--- config.mk ---
export PLATFORM = sky130hd
export DESIGN_NAME = instr_issue_flat
export DESIGN_NICKNAME = d
export VERILOG_FILES = /design/src/rtl/instr_issue_pkg.sv /design/src/rtl/instr_issue_if.sv /design/src/rtl/instr_issue_imem.sv /design/src/rtl/instr_issue.sv /design/src/flat_wrapper.sv
export SDC_FILE = /design/constraint.sdc
export NUM_CORES = 2
export LEC_CHECK = 0
export ABC_AREA = 1
export BUFFER_PORTS_ARGS = -buffer_cell sky130_fd_sc_hd__buf_2
export CORE_UTILIZATION = 30
export CTS_BUF_LIST = sky130_fd_sc_hd__clkbuf_2 sky130_fd_sc_hd__clkbuf_4 sky130_fd_sc_hd__clkbuf_8
export DETAILED_ROUTE_END_ITERATION = 7
export PLACE_DENSITY = 0.44
export SLEW_MARGIN = 20
export SYNTH_ARGS = -nofsm -noshare
export SYNTH_HDL_FRONTEND = slang
export SYNTH_SLANG_ARGS = --single-unit
--- constraint.sdc ---
create_clock -name clk -period 3.8 [get_ports clk]
set_input_delay 0.19 -clock clk [delete_from_list [all_inputs] [get_ports clk]]
set_output_delay 0.19 -clock clk [all_outputs]
set_load 0.05 [all_outputs]
--- src/rtl/instr_issue_pkg.sv ---
// Shared opcode constants, FSM state encoding and branch-offset helper for instr_issue.
// Latency: n/a (declarations only).
// Backpressure: n/a.
package instr_issue_pkg;

  localparam logic [5:0] OP_RTYPE = 6'b000000;
  localparam logic [5:0] OP_LW    = 6'b100011;
  localparam logic [5:0] OP_SW    = 6'b101011;
  localparam logic [5:0] OP_BEQ   = 6'b000100;
  localparam logic [5:0] OP_HALT  = 6'b111111;

  typedef enum logic [2:0] {
    ST_IDLE    = 3'd0,
    ST_FETCH   = 3'd1,
    ST_ISSUE   = 3'd2,
    ST_WAIT_BR = 3'd3,
    ST_HALT    = 3'd4
  } state_e;

  // Sign-extended 16-bit word offset turned into a byte offset.
  function automatic logic [31:0] br_offset(input logic [15:0] imm);
    return {{14{imm[15]}}, imm, 2'b00};
  endfunction

endpackage

--- src/rtl/instr_issue_if.sv ---
// Issue-side valid/ready bus carrying one instruction word with its opcode and pc.
// Latency: n/a (wires only).
// Backpressure: payload is held by the master while instr_valid & !instr_ready.
interface instr_issue_if;
  logic        instr_valid;
  logic        instr_ready;
  logic [31:0] instr;
  logic [5:0]  opcode;
  logic [31:0] pc;

  modport master (output instr_valid, output instr, output opcode, output pc, input instr_ready);
  modport slave  (input instr_valid, input instr, input opcode, input pc, output instr_ready);
endinterface

--- src/rtl/instr_issue_imem.sv ---
// Instruction memory: DEPTH x 32, one write port, one registered read port, contents not reset.
// Latency: read data appears the cycle after re is sampled.
// Backpressure: none; rdata holds its last value while re is low.
module imem_sync #(
  parameter int DEPTH = 64,
  parameter int AW    = 6
) (
  input  logic          clk,
  input  logic          we,
  input  logic [AW-1:0] waddr,
  input  logic [31:0]   wdata,
  input  logic          re,
  input  logic [AW-1:0] raddr,
  output logic [31:0]   rdata
);
  logic [31:0] mem [DEPTH];
  logic [31:0] rdata_q, rdata_d;

  // Read register only advances when a fetch asks for it, so issued data stays stable.
  always_comb begin
    rdata_d = rdata_q;
    if (re) rdata_d = mem[raddr];
  end

  // Memory write and read register; deliberately no reset so programs survive a reset.
  always_ff @(posedge clk) begin
    if (we) mem[waddr] <= wdata;
    rdata_q <= rdata_d;
  end

  assign rdata = rdata_q;
endmodule

--- src/rtl/instr_issue.sv ---
// Instruction issuer: steps a pc through imem, issues words over valid/ready, resolves beq, stops on halt.
// Latency: start sampled -> instr_valid two edges later; one instruction per 2 cycles at best.
// Backpressure: instr/opcode/pc held in ISSUE until instr_ready; optional counter under ISSUE_COUNT_EN.
module instr_issue
  import instr_issue_pkg::*;
#(
  parameter int IMEM_DEPTH = 64,
  parameter int AW         = 6
) (
  input  logic              clk,
  input  logic              reset,
  input  logic              start,
  input  logic              load_we,
  input  logic [AW-1:0]     load_addr,
  input  logic [31:0]       load_data,
  instr_issue_if.master     iss,
  input  logic              br_valid,
  input  logic              br_taken,
  output logic              halted,
  output logic [31:0]       issue_count
);
  localparam logic [31:0] PC_MASK = 32'(4 * IMEM_DEPTH - 1) & ~32'd3;

  state_e      state_q, state_d;
  logic [31:0] pc_q, pc_d;
  logic [15:0] imm_q, imm_d;
  logic [31:0] rdata;
  logic        mem_we, mem_re, issue_hs, is_halt_word;

  assign mem_we = load_we && (state_q == ST_IDLE || state_q == ST_HALT);
  assign mem_re = (state_q == ST_FETCH);

  imem_sync #(.DEPTH(IMEM_DEPTH), .AW(AW)) u_imem (
    .clk   (clk),
    .we    (mem_we),
    .waddr (load_addr),
    .wdata (load_data),
    .re    (mem_re),
    .raddr (pc_q[AW+1:2]),
    .rdata (rdata)
  );

  // The fetched word is visible in ISSUE; a halt word is never presented as valid.
  assign is_halt_word    = (rdata[31:26] == OP_HALT);
  assign iss.instr_valid = (state_q == ST_ISSUE) && !is_halt_word;
  assign iss.instr       = (state_q == ST_ISSUE) ? rdata : 32'd0;
  assign iss.opcode      = iss.instr[31:26];
  assign iss.pc          = pc_q;
  assign issue_hs        = iss.instr_valid && iss.instr_ready;
  assign halted          = (state_q == ST_HALT);

  // Next-state, pc and branch-immediate selection.
  always_comb begin
    state_d = state_q;
    pc_d    = pc_q;
    imm_d   = imm_q;
    case (state_q)
      ST_IDLE:  if (start) state_d = ST_FETCH;
      ST_FETCH: state_d = ST_ISSUE;
      ST_ISSUE: begin
        if (is_halt_word) begin
          state_d = ST_HALT;
        end else if (issue_hs) begin
          if (rdata[31:26] == OP_BEQ) begin
            state_d = ST_WAIT_BR;
            imm_d   = rdata[15:0];
          end else begin
            state_d = ST_FETCH;
            pc_d    = (pc_q + 32'd4) & PC_MASK;
          end
        end
      end
      ST_WAIT_BR: begin
        if (br_valid) begin
          state_d = ST_FETCH;
          pc_d    = (pc_q + 32'd4 + (br_taken ? br_offset(imm_q) : 32'd0)) & PC_MASK;
        end
      end
      ST_HALT: state_d = ST_HALT;
      default: state_d = ST_IDLE;
    endcase
  end

  // State registers; reset overrides any same-cycle handshake or branch.
  always_ff @(posedge clk) begin
    if (reset) begin
      state_q <= ST_IDLE;
      pc_q    <= 32'd0;
      imm_q   <= 16'd0;
    end else begin
      state_q <= state_d;
      pc_q    <= pc_d;
      imm_q   <= imm_d;
    end
  end

`ifdef ISSUE_COUNT_EN
  logic [31:0] cnt_q, cnt_d;

  // Count accepted instructions, wrapping naturally at 2^32.
  always_comb begin
    cnt_d = cnt_q;
    if (issue_hs) cnt_d = cnt_q + 32'd1;
  end

  // Counter register.
  always_ff @(posedge clk) begin
    if (reset) cnt_q <= 32'd0;
    else       cnt_q <= cnt_d;
  end

  assign issue_count = cnt_q;
`else
  assign issue_count = 32'd0;
`endif

endmodule
--- src/flat_wrapper.sv ---
// flat-port wrapper written by rule: the top's interface ports become plain ports
module instr_issue_flat import instr_issue_pkg::*;
#(
  parameter int IMEM_DEPTH = 64,
  parameter int AW         = 6
)
  (clk, reset, start, load_we, load_addr, load_data, br_valid, br_taken, halted, issue_count, iss_instr_valid, iss_instr, iss_opcode, iss_pc, iss_instr_ready);
  instr_issue_if iss_i ();
  input  logic clk;
  input  logic reset;
  input  logic start;
  input  logic load_we;
  input  logic [AW-1:0] load_addr;
  input  logic [31:0] load_data;
  input  logic br_valid;
  input  logic br_taken;
  output logic halted;
  output logic [31:0] issue_count;
  output wire logic [$bits(iss_i.instr_valid)-1:0] iss_instr_valid;
  output wire logic [$bits(iss_i.instr)-1:0] iss_instr;
  output wire logic [$bits(iss_i.opcode)-1:0] iss_opcode;
  output wire logic [$bits(iss_i.pc)-1:0] iss_pc;
  input wire logic [$bits(iss_i.instr_ready)-1:0] iss_instr_ready;
  assign iss_instr_valid = iss_i.instr_valid;
  assign iss_instr = iss_i.instr;
  assign iss_opcode = iss_i.opcode;
  assign iss_pc = iss_i.pc;
  assign iss_i.instr_ready = iss_instr_ready;
  instr_issue #(.IMEM_DEPTH(IMEM_DEPTH), .AW(AW)) u_core (.clk(clk), .reset(reset), .start(start), .load_we(load_we), .load_addr(load_addr), .load_data(load_data), .iss(iss_i), .br_valid(br_valid), .br_taken(br_taken), .halted(halted), .issue_count(issue_count));
endmodule
==> metrics.txt <==
outcome completed; CP Class flop to flop; post-CTS sizing 0; critical path's largest stage delay between 1 and 1.5 ns; worst path arrival time approximately 4.4 ns; post-synthesis cell count 6459; Final Cell Area just under 100000 um^2; Critical path origin u_core.state_q[0]; startpoint types flop; Slew HR between 30 and 40%; Setup violations, final 0; post-synthesis sequential area ratio around three quarters; mapped cell area ~83000 um^2; R2R depth 8; Area Overhead vs Synth 16.4%; chip height around 530 um; Setup TNS 0 ns; num rows 193; largest net degree at the start of global routing roughly 110; total track usage 19.9%; clk_lat worst skew 1.11 ns; Post-synth EDFFs 2080; Die Span X 529 um; Worst Tran Pin Value between 1 and 1.5 ns; I/O pins about 150; Hold Buf Count CTS 54; top-area cell type share of the netlist area between 70% and 80%; ys flop type edfxtp_1; GPL Wtd Cong ~0.81; critical-path cell list nor2_1 > inv_1 > nor2_1 > nand4_1 > dlygate4sd3_1 > buf_4 > nor2_4 > dlygate4sd3_1; HPWL Detailed between 150000 and 200000 um; CP Buf/Inv Count 4; Synth cell types 32; routed wire length per instance around 26 um; ys async rst share 0%; reg-to-reg slack, setup 0.08 ns; WP depth 8; Final Hold Vio Count 0; top-count cell post-synth edfxtp_1; die area between 200000 and 300000 um^2; placed instance area between 80000 and 90000 um^2; DRC violations left 0; peak supply drop 259 uV; FF-to-FF Start u_core.state_q[0]; Synth top cells by count edfxtp_1 (2080), nor2_1 (1535), o21ai_0 (944); vias post-DR ~54000; min cycle time layout approximately 3.7 ns; htree depth 5; initial detailed-routing violation count ~5600; type of the tightest min-delay check primary input to flop; CTS Buffer Depth 4; maxcap violations 0; Leak roughly 0.032 uW; final wirelength between 200000 and 300000 um; Critical Path End u_core.u_imem.mem[42][6]; post-route ant nets 0; setup ws final 0.0832 ns; Max FO, Critical Path 8; Synth Register Bits around 2100; RR Endpoint u_core.u_imem.mem[42][6]; PortBufs 90; Crit-path slowest cell dlygate4sd3_1; unrepaired setup endpoints after global routing no; clock root cell clkbuf_8; TritonCTS clock tree built; Synth Warn # 0; worst hold path depth 2; Design Power 54300 uW; Critical Path Sink Type flop; postcts setup bufs 0; layout cell share with drive strength beyond 1 between 10 and 15%; Post-Place Setup Slack 0.645 ns; # nets final 6860; Area contributors post-synth edfxtp_1 (75%), nor2_1 (6.9%), o21ai_0 (5.7%); final cycle utilization of the critical path 97.8%; Starting Density a little under a third; Remaining Overflow, GRT 0; vias in the first global route ~53000; Crit path required time between 4 and 5 ns; Clock Sinks ~2100; vias per cell between 5 and 6; TritonCTS buffer count between 300 and 400; Clk pin slew, worst setup/hold paths roughly 0.06 ns; Synth area leader edfxtp_1; initial antenna violation count 15; Core Area between 200000 and 300000 um^2; maximum clock rate ~270 MHz; first-pass GRT wire length approximately 400000 um; Power Dens Cells ~560 nW/um^2; Mapped Avg Cell Area 12.9 um^2; total iterations of the first detailed-routing run 5; final-report max-slew violation count 0; Hold Path Origin load_data[30]; CP top delay family buffers and inverters; skew final ~0.094 ns
cells in the final DEF (no fill, tap or decap), types with 4 or more instances in the layout:
| cell | count |
|---|---|
| dlygate4sd3_1 | 54 |
| dfxtp_4 | 4 |
| buf_12 | 70 |
| o21ai_0 | 944 |
| ha_1 | 6 |
| clkinv_1 | 106 |
| o22ai_1 | 210 |
| diode_2 | 10 |
| o21ai_1 | 142 |
| clkinv_2 | 17 |
| xor2_1 | 4 |
| nor2_1 | 1469 |
| nand2_1 | 290 |
| clkinvlp_4 | 4 |
| inv_6 | 4 |
| inv_1 | 63 |
| buf_2 | 89 |
| edfxtp_1 | 2080 |
| a21oi_1 | 144 |
| buf_4 | 201 |
| nand4_1 | 11 |
| dfxtp_1 | 10 |
| clkbuf_8 | 385 |
| nor2_4 | 66 |
| clkbuf_4 | 136 |
| o211ai_1 | 257 |
| nand3_1 | 238 |
| nor3_1 | 4 |
| conb_1 | 58 |
metrics by stage:
stage,hold WS (ns),util [%],cells
after floorplan,0.259,-,6516
after global placement,0.462,32.4,10100
after detailed placement,0.462,32.4,10100
after CTS,0.0431,35.1,10800
after global routing,0.115,35.1,10800
final,0.143,35.1,10800
metal layers:
layer	GRT usage (%)	part of all wire, %	routed length (um)	up-vias
met4	6.78	3.3	9230	2
met3	2.73	5.5	15600	503
met5	0	0.0046	13	-
met1	26.7	43	123000	27700
met2	32.8	48	136000	1825
li1	-	-	-	24400
kinds of logic after synthesis:
| group | after synthesis | share of synthesized area [%] |
|---|---|---|
| simple gates | 2079 | 9.77 |
| flops | 2095 | 75.4 |
| buf+inv | 572 | 3.38 |
| other cells | 1 | 0.00450 |
| compound gates | 1700 | 11.3 |
| fa+ha+maj | 7 | 0.114 |
| xor+xnor | 5 | 0.0526 |
worst min-delay path by stage:
| stage | to |
|---|---|
| CTS | u_core.u_imem.mem[60][23] |
| global route | u_core.u_imem.mem[50][30] |
| detailed placement | u_core.state_q[1] |
| global placement | u_core.state_q[1] |
| floorplan | u_core.iss.pc[4] |
| finish | u_core.u_imem.mem[39][30] |
state kept, by name (all words and copies together) (netlist names):
name	cells
u_core.u_imem.mem	2048
u_core.iss.pc	6
u_core.u_imem.rdata	32
u_core.imm_q	6
u_core.state_q	3
area by class of cell:
type / count / area, um^2
clock inverters: 130 / 566
diodes: 10 / 25.0
flip-flops and latches: 2095 / 62800
well taps: 3705 / 4640
clock buffers: 521 / 6320
inverters: 72 / 309
repair buffers: 414 / 3900
multi-input cells: 3849 / 18400
fillers: 27200 / 179000
power breakdown:
group          internal (uW)  switching [uW]  leakage [uW]
registers              25700             255        0.0188
clock network          10700            9230       0.00365
logic                   2170            6170       0.00922
(Power assumes the default switching activity.)
